### src/rtl/run_ctrl_pkg.sv
// Shared types and constants for the run controller.
// The controller FSM states and a program-select range helper.
package run_ctrl_pkg;

    typedef enum logic [2:0] {
        RC_IDLE,
        RC_RST,
        RC_LOAD,
        RC_RUN,
        RC_DONE
    } run_state_e;

    localparam int RC_MAX_PROGS = 8;

    function automatic logic sel_in_range(input int sel, input int num_progs);
        return (sel < num_progs);
    endfunction

endpackage

### src/rtl/run_ctrl_sat_counter.sv
// Saturating up-counter with synchronous clear; holds at all-ones instead of wrapping.
module sat_counter #(
    parameter int W = 16
) (
    input  logic         clk,
    input  logic         rst,
    input  logic         clr,
    input  logic         en,
    output logic [W-1:0] count
);

    logic [W-1:0] count_q, count_d;

    always_comb begin
        count_d = count_q;
        if (clr)
            count_d = '0;
        else if (en && (count_q != '1))
            count_d = count_q + 1'b1;
    end

    always_ff @(posedge clk) begin
        if (rst)
            count_q <= '0;
        else
            count_q <= count_d;
    end

    assign count = count_q;

endmodule

### src/rtl/run_ctrl.sv
// Sequenced run controller: req edge -> core reset -> start-PC load -> run -> done/timeout -> ack.
// Every output is a flop computed from the next state, so nothing passes combinationally.
module run_ctrl
    import run_ctrl_pkg::*;
#(
    parameter int                   T         = 10,
    parameter int                   NUM_PROGS = 3,
    parameter int                   PSW       = 2,
    parameter logic [NUM_PROGS*T-1:0] START_PC = '0,
    parameter int                   RST_CYC   = 2,
    parameter int                   CYC_W     = 16,
    parameter int                   TIMEOUT   = 0,
    parameter int                   ACK_PULSE = 0
) (
    input  logic             clk,
    input  logic             init,
    input  logic             req,
    input  logic [PSW-1:0]   prog_sel,
    input  logic             core_done,
    output logic             core_reset,
    output logic             core_load_pc,
    output logic [T-1:0]     core_start_pc,
    output logic             core_run,
    output logic             ack,
    output logic             busy,
    output logic             timeout,
    output logic             bad_sel,
    output logic [CYC_W-1:0] cycle_count
);

    localparam int RW = (RST_CYC > 1) ? $clog2(RST_CYC) : 1;

    run_state_e  state_q, state_d;
    logic [RW-1:0] rst_cnt_q, rst_cnt_d;
    logic [T-1:0]  pc_q, pc_d;
    logic          req_q;
    logic          core_reset_q, core_reset_d;
    logic          load_q, load_d;
    logic          run_q, run_d;
    logic          ack_q, ack_d;
    logic          busy_q, busy_d;
    logic          timeout_q, timeout_d;
    logic          bad_sel_q, bad_sel_d;
    logic          start, sel_ok, cnt_clr, cnt_en, wdog_hit;
    logic [CYC_W-1:0] cnt;

    assign start    = req & ~req_q & (state_q == RC_IDLE);
    assign sel_ok   = sel_in_range(int'(prog_sel), NUM_PROGS);
    assign cnt_en   = (state_q == RC_RUN);
    assign wdog_hit = (TIMEOUT != 0) && (32'(cnt) == 32'(TIMEOUT - 1));

    sat_counter #(.W(CYC_W)) u_cyc_cnt (
        .clk   (clk),
        .rst   (init),
        .clr   (cnt_clr),
        .en    (cnt_en),
        .count (cnt)
    );

    always_comb begin
        state_d   = state_q;
        rst_cnt_d = rst_cnt_q;
        pc_d      = pc_q;
        timeout_d = timeout_q;
        bad_sel_d = 1'b0;
        cnt_clr   = 1'b0;
        case (state_q)
            RC_IDLE: begin
                if (start) begin
                    if (sel_ok) begin
                        for (int i = 0; i < NUM_PROGS; i++)
                            if (int'(prog_sel) == i)
                                pc_d = START_PC[i*T +: T];
                        timeout_d = 1'b0;
                        cnt_clr   = 1'b1;
                        rst_cnt_d = RW'(RST_CYC - 1);
                        state_d   = RC_RST;
                    end else begin
                        bad_sel_d = 1'b1;
                    end
                end
            end
            RC_RST: begin
                if (rst_cnt_q == '0)
                    state_d = RC_LOAD;
                else
                    rst_cnt_d = rst_cnt_q - 1'b1;
            end
            RC_LOAD: state_d = RC_RUN;
            RC_RUN: begin
                // done takes priority over a watchdog expiry in the same cycle
                if (core_done) begin
                    state_d = RC_DONE;
                end else if (wdog_hit) begin
                    timeout_d = 1'b1;
                    state_d   = RC_DONE;
                end
            end
            RC_DONE: begin
                if ((ACK_PULSE != 0) || !req)
                    state_d = RC_IDLE;
            end
            default: state_d = RC_IDLE;
        endcase

        core_reset_d = (state_d == RC_RST);
        load_d       = (state_d == RC_LOAD);
        run_d        = (state_d == RC_RUN);
        ack_d        = (state_d == RC_DONE);
        busy_d       = (state_d == RC_RST) || (state_d == RC_LOAD) || (state_d == RC_RUN);
    end

    always_ff @(posedge clk) begin
        // req_q tracks req even under init so a req held through init is not seen as an edge
        req_q <= req;
        if (init) begin
            state_q      <= RC_IDLE;
            rst_cnt_q    <= '0;
            pc_q         <= '0;
            core_reset_q <= 1'b0;
            load_q       <= 1'b0;
            run_q        <= 1'b0;
            ack_q        <= 1'b0;
            busy_q       <= 1'b0;
            timeout_q    <= 1'b0;
            bad_sel_q    <= 1'b0;
        end else begin
            state_q      <= state_d;
            rst_cnt_q    <= rst_cnt_d;
            pc_q         <= pc_d;
            core_reset_q <= core_reset_d;
            load_q       <= load_d;
            run_q        <= run_d;
            ack_q        <= ack_d;
            busy_q       <= busy_d;
            timeout_q    <= timeout_d;
            bad_sel_q    <= bad_sel_d;
        end
    end

    assign core_reset    = core_reset_q;
    assign core_load_pc  = load_q;
    assign core_start_pc = pc_q;
    assign core_run      = run_q;
    assign ack           = ack_q;
    assign busy          = busy_q;
    assign timeout       = timeout_q;
    assign bad_sel       = bad_sel_q;
    assign cycle_count   = cnt;

endmodule

### config.mk
export PLATFORM = sky130hd
export DESIGN_NAME = run_ctrl
export DESIGN_NICKNAME = d
export VERILOG_FILES = /design/src/rtl/run_ctrl_pkg.sv /design/src/rtl/run_ctrl_sat_counter.sv /design/src/rtl/run_ctrl.sv
export SDC_FILE = /design/constraint.sdc
export NUM_CORES = 1
export LEC_CHECK = 0
export ABC_CLOCK_PERIOD_IN_PS = 1900
export CORE_MARGIN = 5
export CORE_UTILIZATION = 47
export DETAILED_ROUTE_END_ITERATION = 10
export GPL_ROUTABILITY_DRIVEN = 0
export GPL_TIMING_DRIVEN = 0
export PLACE_DENSITY = 0.79
export SYNTH_ARGS = -nofsm -noshare
export SYNTH_HDL_FRONTEND = slang
export SYNTH_SLANG_ARGS = --single-unit
### constraint.sdc
create_clock -name clk -period 1.9 [get_ports clk]
set_input_delay 0.285 -clock clk [delete_from_list [all_inputs] [get_ports clk]]
set_output_delay 0.285 -clock clk [all_outputs]
set_load 0.05 [all_outputs]
==> summary.md <==
| Metric | Value |
|---|---|
| Post-Syn Area per Cell | `8.72 um2` |
| F_max | `0.541 GHz` |
| Worst Hold Slack | `313 ps` |
| Final Hold Vio Count | `0` |
| Crit path buf inv count | `1` |
| Final net count | `208` |
| Post-synth top area share | `0.395` |
| Antenna violations before repair | `0` |
| Syn Inst Count | `157` |
| # IOs | `39` |
| CTS root buffer | `clkbuf_4` |
| Crit-path slowest cell | `clkdlybuf4s50_1` |
| GRT overflow | `0` |
| Metal-1 WL | `1.36 mm` |
| Setup TNS | `0 ps` |
| Fill cells | `233` |
| Dominant cells by area after synthesis | `dfxtp_1, buf_4, a21oi_1, or3_1, o21ai_0` |
| Dpl hpwl | `2.35 mm` |
| Largest area contributor in the synthesized netlist | `dfxtp_1` |
| Pleak | `0.775 nW` |
| DRC viols | `0` |
| Clk_lat worst skew | `320 ps` |
| Reg clk slew, reported paths | `140 ps` |
| Min-delay src | `init` |
| Port bufs | `26` |
| Largest net degree at the start of global routing | `15` |
| Top-count cell post-synth | `dfxtp_1` |
| DR top layer | `met4` |
| DR vias | `1280` |
| Wire per inst | `13.4 um` |
| Max FO, Critical Path | `6` |
| Critical Path AT | `1560 ps` |
| Max Buffers Root-to-Sink | `2` |
| Count of routing violations after the opening detailed-route iteration | `59` |
| VDD IR max | `0.494 mV` |
| Slew Limit Fails | `0` |
| Worst-margin pin slew | `576 ps` |
| Status | `finished clean` |
| H-tree levels | `1` |
| CP required | `1620 ps` |
| Die width | `64.0 um` |
| Nature of the critical path startpoint | `flop` |
| Non-Filler Instances | `231` |
| Post-synthesis cell type count | `43` |
| Routed Antenna Nets | `0` |
| CTS Buf Count | `3` |
| Register bit total from synthesis | `27` |
| Rows | `19` |
| Worst setup path class | `flop to output pin` |
| Reg2reg path depth | `5` |
| Synth-to-layout area growth | `32.0%` |
| Fraction of layout cells with a size suffix above 1 | `0.230` |
| Max-slew headroom | `0.611` |
| Metal2 WL | `1.50 mm` |
| Period utilization | `0.972` |
| Tmin final | `1850 ps` |
| Global-route wire length before repair | `5.35 mm` |
| Clk sinks | `27` |
| Routed length on met3 | `199 um` |
| Diodes inserted | `0` |
| Yosys warnings | `0` |
| Gr usage total | `0.155` |
| Initial Util | `0.492` |
| Post-Place Cells | `224` |
| Vias per inst | `5.54` |
| Core area | `2780 um2` |
| Routed wire length | `3.10 mm` |
| Final Skew | `6.90 ps` |
| Final setup vio count | `0` |
| Die height | `64.0 um` |
| CTS tree | `done` |
| R2r setup slk | `90 ps` |
| Vias in the first global route | `1221` |
| Reg-to-Reg Start | `u_cyc_cnt.count[0]` |
| Ys async rst share | `0` |
| Crit path capture type | `output pin` |
| Critical path cell sequence | `clkdlybuf4s50_1` |
| EDFF count, synth | `0` |
| Crit path max-delay family | `buffers and inverters` |
| FF-to-FF End | `u_cyc_cnt.count[8]` |
| Post-synthesis sequential area ratio | `0.395` |
| Ys flop type | `dfxtp_1` |
| Worst Hold Class | `input port to flop` |
| CP max stage delay | `820 ps` |
| MaxCap Viol Count | `0` |
| 1st-pass router iterations | `4` |
| Power Density | `564 nW/um2` |
| Finished Cell Area | `1810 um2` |
| Worst Hold Path EP | `state_q[1]` |
| Cell area after synthesis | `1370 um2` |
| Worst Hold Depth | `2` |
| Commonest cells in the netlist | `dfxtp_1, a21oi_1, nand2_1` |
| Post-DP Area | `1730 um2` |
| Die area | `4090 um2` |
==> how the worst max path moves through the flow <==
stage                        from             endpoint  slack [ps]  cells after the start
2_1_floorplan  u_cyc_cnt.count[7]  u_cyc_cnt.count[14]           8                      4
4_1_cts        u_cyc_cnt.count[0]   u_cyc_cnt.count[4]          10                      6
3_5_place_dp          prog_sel[1]  u_cyc_cnt.count[14]        -320                      6
3_3_place_gp          prog_sel[1]   u_cyc_cnt.count[9]        -300                      6
6_report       u_cyc_cnt.count[5]       cycle_count[5]          50                      1
5_1_grt        u_cyc_cnt.count[5]       cycle_count[5]          -2                      1
==> flip-flops by register name, indices dropped and copies added (netlist names) <==
name / flops
bad_sel: 1
core_reset: 1
core_load_pc: 1
u_cyc_cnt.count: 16
rst_cnt_q: 1
state_q: 3
req_q: 1
ack: 1
core_run: 1
busy: 1
==> power by group <==
part | total (mW) | switching, mW | internal, mW | leakage [nW]
Combinational | 0.187 | 0.127 | 0.0603 | 0.533
Clock | 0.243 | 0.161 | 0.0822 | 0.0150
Sequential | 0.589 | 0.0103 | 0.579 | 0.227
Total | 1.02 | 0.298 | 0.721 | 0.775
==> layout make-up <==
type | count | area (um2) | area share
multi-input cells | 120 | 757 | 0.419
flip-flops and latches | 27 | 563 | 0.312
repair buffers | 29 | 294 | 0.163
plain buffers | 16 | 113 | 0.0623
well taps | 31 | 38.8 | 0.0215
clock buffers | 4 | 26.3 | 0.0145
inverters | 4 | 15.0 | 0.00831
==> stage by stage <==
step	setup WS (ps)	utilization	power, mW
after floorplan	8.24	-	0.744
after global placement	-304	0.621	0.782
after detailed placement	-318	0.621	0.786
after CTS	13.0	0.632	1.03
after global routing	-2.07	0.650	1.08
final	53.2	0.650	1.02
==> layout by cell type (no fill, tap or decap), drive strengths merged, types with 5 or more instances in the layout <==
cell           count
or3                9
nor2               6
clkdlybuf4s50     20
buf               17
conb              11
dfxtp             27
nor4               5
o21ai             11
clkbuf             6
a21oi             13
dlymetal6s2s       5
nand3              5
nand2             12
==> logic make-up after synthesis <==
logic type | after synthesis | synth area share
multiplexers | 3 | 0.0219
adder cells (fa/ha/maj) | 1 | 0.00914
AND/OR/NAND/NOR | 65 | 0.290
buffers and inverters | 20 | 0.0932
AO/OA/AOI/OAI | 40 | 0.188
other | 1 | 0.00274
flip-flops | 27 | 0.395
==> timing repair <==
item,4_1_cts,5_1_grt
setup endpoints to repair,12,21
pin swaps,0,2
gates cloned,0,0
gates resized for setup,3,8
buffers inserted,0,3
hold buffers,0,0
==> metal layers <==
layer / global-route usage / vias to the layer above
li1: - / 644
met1: 0.184 / 596
met2: 0.264 / 35
met3: 0.0438 / 5
met4: 0.0597 / 0
met5: 0 / -
Note: power is estimated with default switching activity, not from simulation.
==> RTL change 1, RTL diff (same settings) <==
Register the output `cycle_count`, without a reset; this adds one clock of latency there. The other outputs are not delayed to match.
--- a/src/rtl/run_ctrl.sv
+++ b/src/rtl/run_ctrl.sv
@@ -147,5 +147,7 @@
     assign timeout       = timeout_q;
     assign bad_sel       = bad_sel_q;
-    assign cycle_count   = cnt;
+    always_ff @(posedge clk) begin
+        cycle_count <= cnt;
+    end
 
 endmodule
Behaviour: not the same (a bounded check fails within 10 cycles, from zero or initial values).
==> RTL change 1 against the unedited design <==
Count of clock-buffer cells in the layout rose by 2. Power rose by 76%. Design area rose by 23%. Wire length rose by 11%. Synthesized area rose by 21%. Sequential cell count rose by 16. Worst setup slack improved by 0.027 ns. Synthesized cell count rose by 8.9%. Worst hold slack got worse by 0.025 ns. Critical path type is now reg -> reg.
==> RTL change 1: results (changes against the unedited design) <==
Parameter                              Value

STA
  Hold slack ... 0.288 ns (-0.0249 ns)
  Final cycle utilization of the critical path ... 95.8% (-1.4 points)
  Setup clock skew after layout ... 0.0204 ns (+0.0135 ns)

Finish
  Final-stage net count ... 225 (+8.2%)
  Share of cells above drive strength 1 ... 21.0% (-2.0 points)
  Fillers ... 286 (+23%)

Critical path
  Arrival time worst endpoint ... 2.11 ns (+0.55 ns)
  Beginning of the critical path ... u_cyc_cnt.count[1]
  R2R cell count ... 6 (+1)
  Critical Path Sink ... u_cyc_cnt.count[10]
  Cell with the largest stage delay on the worst path ... sky130_fd_sc_hd__or4_1

Pwr
  Highest ir drop seen on vdd ... 844 uV (+71%)
  Power Combinational ... 0.178 mW (-5%)
  Switching part of the total power ... 23.2% (-6.0 points)

Synth
  Distinct cell type count after synthesis ... 37 (-14%)
  Part of the Yosys area used for sequential elements ... 52.1% (+13 points)

Clock tree
  Maximum level of the CTS H-tree ... 2 (+1)
  Clock latency reported for the late side of the worst-skew pair ... 0.36 ns (+0.04 ns)
  Count of cells resized by post-cts repair ... 10 (+7)

Hold path
  Worst min-delay path endpoint ... ack

Placed design
  HPWL reported at the end of detailed placement ... 2330 um (-1.0%)
  Minimum setup slack after placement ... -0.304 ns (+0.0137 ns)
  Placed cell area ... 2010 um^2 (+17%)

Outcome
  Result of the run ... finished, final reports clean

GRT
  Via count of the first global-routing pass ... 1270 (+4.0%)
  Maximum number of pins on one net before global-route repair ... 14 (-1)
-- RTL change 1: changes by cell type in the layout (fill, tap and decap cells not counted), moves of 5 or more --
cell | unedited run | this run
sky130_fd_sc_hd__dfxtp_2 | 12 | 7
sky130_fd_sc_hd__clkdlybuf4s50_1 | 20 | 26
sky130_fd_sc_hd__dfxtp_1 | 13 | 32
sky130_fd_sc_hd__or4_1 | 2 | 10
sky130_fd_sc_hd__or3_1 | 8 | 3
sky130_fd_sc_hd__o31ai_1 | 0 | 7
sky130_fd_sc_hd__o21ai_0 | 11 | 6
sky130_fd_sc_hd__nand3_1 | 4 | 9
sky130_fd_sc_hd__dlymetal6s2s_1 | 5 | 0
-- RTL change 1: logic make-up after synthesis --
group / count (synthesis) / synth area share, %
XOR/XNOR: 1 / 0.530
flip-flops: 43 / 52.1
buffers and inverters: 21 / 7.35
other: 1 / 0.227
AND/OR/NAND/NOR: 63 / 23.2
AO/OA/AOI/OAI: 41 / 15.8
adder cells (fa/ha/maj): 1 / 0.757
-- RTL change 1: stage by stage --
stage	power (mW)	TNS (ns)
2_1_floorplan	1.09	0
3_3_place_gp	1.12	-3.70
3_5_place_dp	1.12	-3.79
4_1_cts	1.81	-0.0207
5_1_grt	1.85	-0.00589
6_report	1.80	0
-- RTL change 1: metal layers --
metal | GRT usage, % | vias to the layer above | wire length, um
met2 | 22.1 | 53 | 1650
met5 | 0 | - | 0
met4 | 7.59 | 0 | 49
met1 | 17.2 | 655 | 1500
li1 | - | 718 | -
met3 | 3.91 | 4 | 229
-- RTL change 1: layout make-up --
type,count,area share (%)
repair buffers,30,13.2
well taps,46,2.58
clock inverters,2,2.70
multi-input cells,117,34.5
plain buffers,15,4.49
clock buffers,6,1.85
flip-flops and latches,43,39.7
inverters,6,1.01
==> RTL change 2, RTL diff (same settings) <==
Made on the original files. Set the parameter `NUM_PROGS` to 6 (it was 3).
--- a/src/rtl/run_ctrl.sv
+++ b/src/rtl/run_ctrl.sv
@@ -5,5 +5,5 @@
 #(
     parameter int                   T         = 10,
-    parameter int                   NUM_PROGS = 3,
+    parameter int                   NUM_PROGS = 6,
     parameter int                   PSW       = 2,
     parameter logic [NUM_PROGS*T-1:0] START_PC = '0,
Behaviour: not the same (a bounded check fails within 4 cycles, from zero or initial values).
==> RTL change 2 against the unedited design <==
Worst hold slack lost 0.024 ns. Global-route usage grew 1.9 points. Worst setup slack lost 0.041 ns. Design area grew 0.28%. First-iteration DRC count shrank 49%. Power grew 5.6%. Wire length grew 2.1%. Sequential cell count shrank 1. Critical path depth grew 4. Synthesized area shrank 7.8%. Clock skew shrank 0.0035 ns. Non-clock buffer count grew 4. Critical path type is now reg -> reg. Largest cell class unchanged. Highest routed layer unchanged.
==> RTL change 2: results (changes against the unedited design) <==
Parameter                              Value

Pwr
  Cell Int Power ... 0.765 mW (+6.1%)
  Net switching power ... 0.311 mW (+4.4%)
  Highest ir drop seen on vdd ... 524 uV (+6.0%)
  Leakage component of the power ... 0.774 nW (about the same)
  Clock group share of total power ... 30.8% (+7.0 points)

Outcome
  Result of the run ... finished, final reports clean

Synth
  Yosys warning total ... 0 (unchanged)
  Biggest area contributors in the synthesized netlist ... sky130_fd_sc_hd__dfxtp_1 (41%), sky130_fd_sc_hd__buf_4 (7.1%), sky130_fd_sc_hd__a21oi_1 (5.2%)
  Distinct cell type count after synthesis ... 39 (-9.3%)
  Post-synth top flop ... sky130_fd_sc_hd__dfxtp_1
  Post-synthesis area per instance ... 8.65 um^2 (-0.82%)

Finish
  Share of cells above drive strength 1 ... 27.5% (+4.5 points)
  Final-stage net count ... 201 (-3.4%)

Critical path
  Critical path peak fanout ... 8 (+2)
  Arrival time worst endpoint ... 2.17 ns (+0.61 ns)
  Critical Path Sink ... u_cyc_cnt.count[11]
  Cell with the largest stage delay on the worst path ... sky130_fd_sc_hd__or4_1
  Biggest cell delay along the critical path ... 0.54 ns (-0.28 ns)
  Register-to-register setup slack ... 0.01 ns (-0.08 ns)
  Beginning of the critical path ... u_cyc_cnt.count[4]
  Gate family responsible for the most delay along the worst path ... simple AND/OR/NAND/NOR gates

Clock tree
  Buffer type at the clock tree root ... sky130_fd_sc_hd__clkbuf_4
  Inserted Clock Buffers ... 3 (unchanged)

Drt
  Drt total wl ... 3160 um (+2.1%)
  Met2 WL ... 1680 um (+12%)
  Detailed-route wire length per cell ... 14.2 um (+5.7%)
  Metal3 WL ... 228 um (+15%)
  WL met1 ... 1190 um (-13%)

Placed design
  I/O Buffers ... 23 (-12%)
  Placed cell area ... 1650 um^2 (-4.8%)
  HPWL reported at the end of detailed placement ... 2240 um (-4.6%)
  Placed cell count ... 210 (-6.3%)

STA
  Transition time at the pin with the least slew margin ... 0.706 ns (+0.130 ns)
  Min Clock Period, post-route ... 1.89 ns (+0.0413 ns)
  Setup clock skew after layout ... 0.00336 ns (-0.00354 ns)

GRT
  M2 GR Usage ... 32.9% (+6.5 points)
  Global Route met1 Usage ... 17.6% (-0.86 points)
  Via count of the first global-routing pass ... 1176 (-3.7%)
  Met3 GRT Util ... 4.75% (+0.37 points)
  Total routing resource utilization after global routing ... 17.4% (+1.9 points)

Hold path
  Worst hold path class ... in -> reg
RTL change 2: changes by cell type after synthesis, sizes merged, moves of 3 or more:
cell	change
or4	+3
o41ai	-4
nand3	+3
o31ai	+4
nand2	-3
nor3	-3
RTL change 2: logic make-up after synthesis:
logic type,count (synthesis),synth area share (%)
simple gates,58,27.7
compound gates,39,19.2
flops,26,41.2
buf+inv,20,9.81
mux,1,0.793
fa+ha+maj,1,0.991
other cells,1,0.297
RTL change 2: repair_timing:
action | 4_1_cts | 5_1_grt
resized for setup | 7 | 21
setup endpoints to repair | 17 | 16
gates cloned | 0 | 1
pin swaps | 2 | 10
buffers inserted | 3 | 5
RTL change 2: area by class of cell:
class / count / area (um^2)
sequential: 26 / 563
inverter: 3 / 11.3
clock buffer: 4 / 47.5
tap: 30 / 37.5
fill: 204 / 711
multi-input combinational: 111 / 724
timing repair buffer: 32 / 303
buffer: 17 / 125
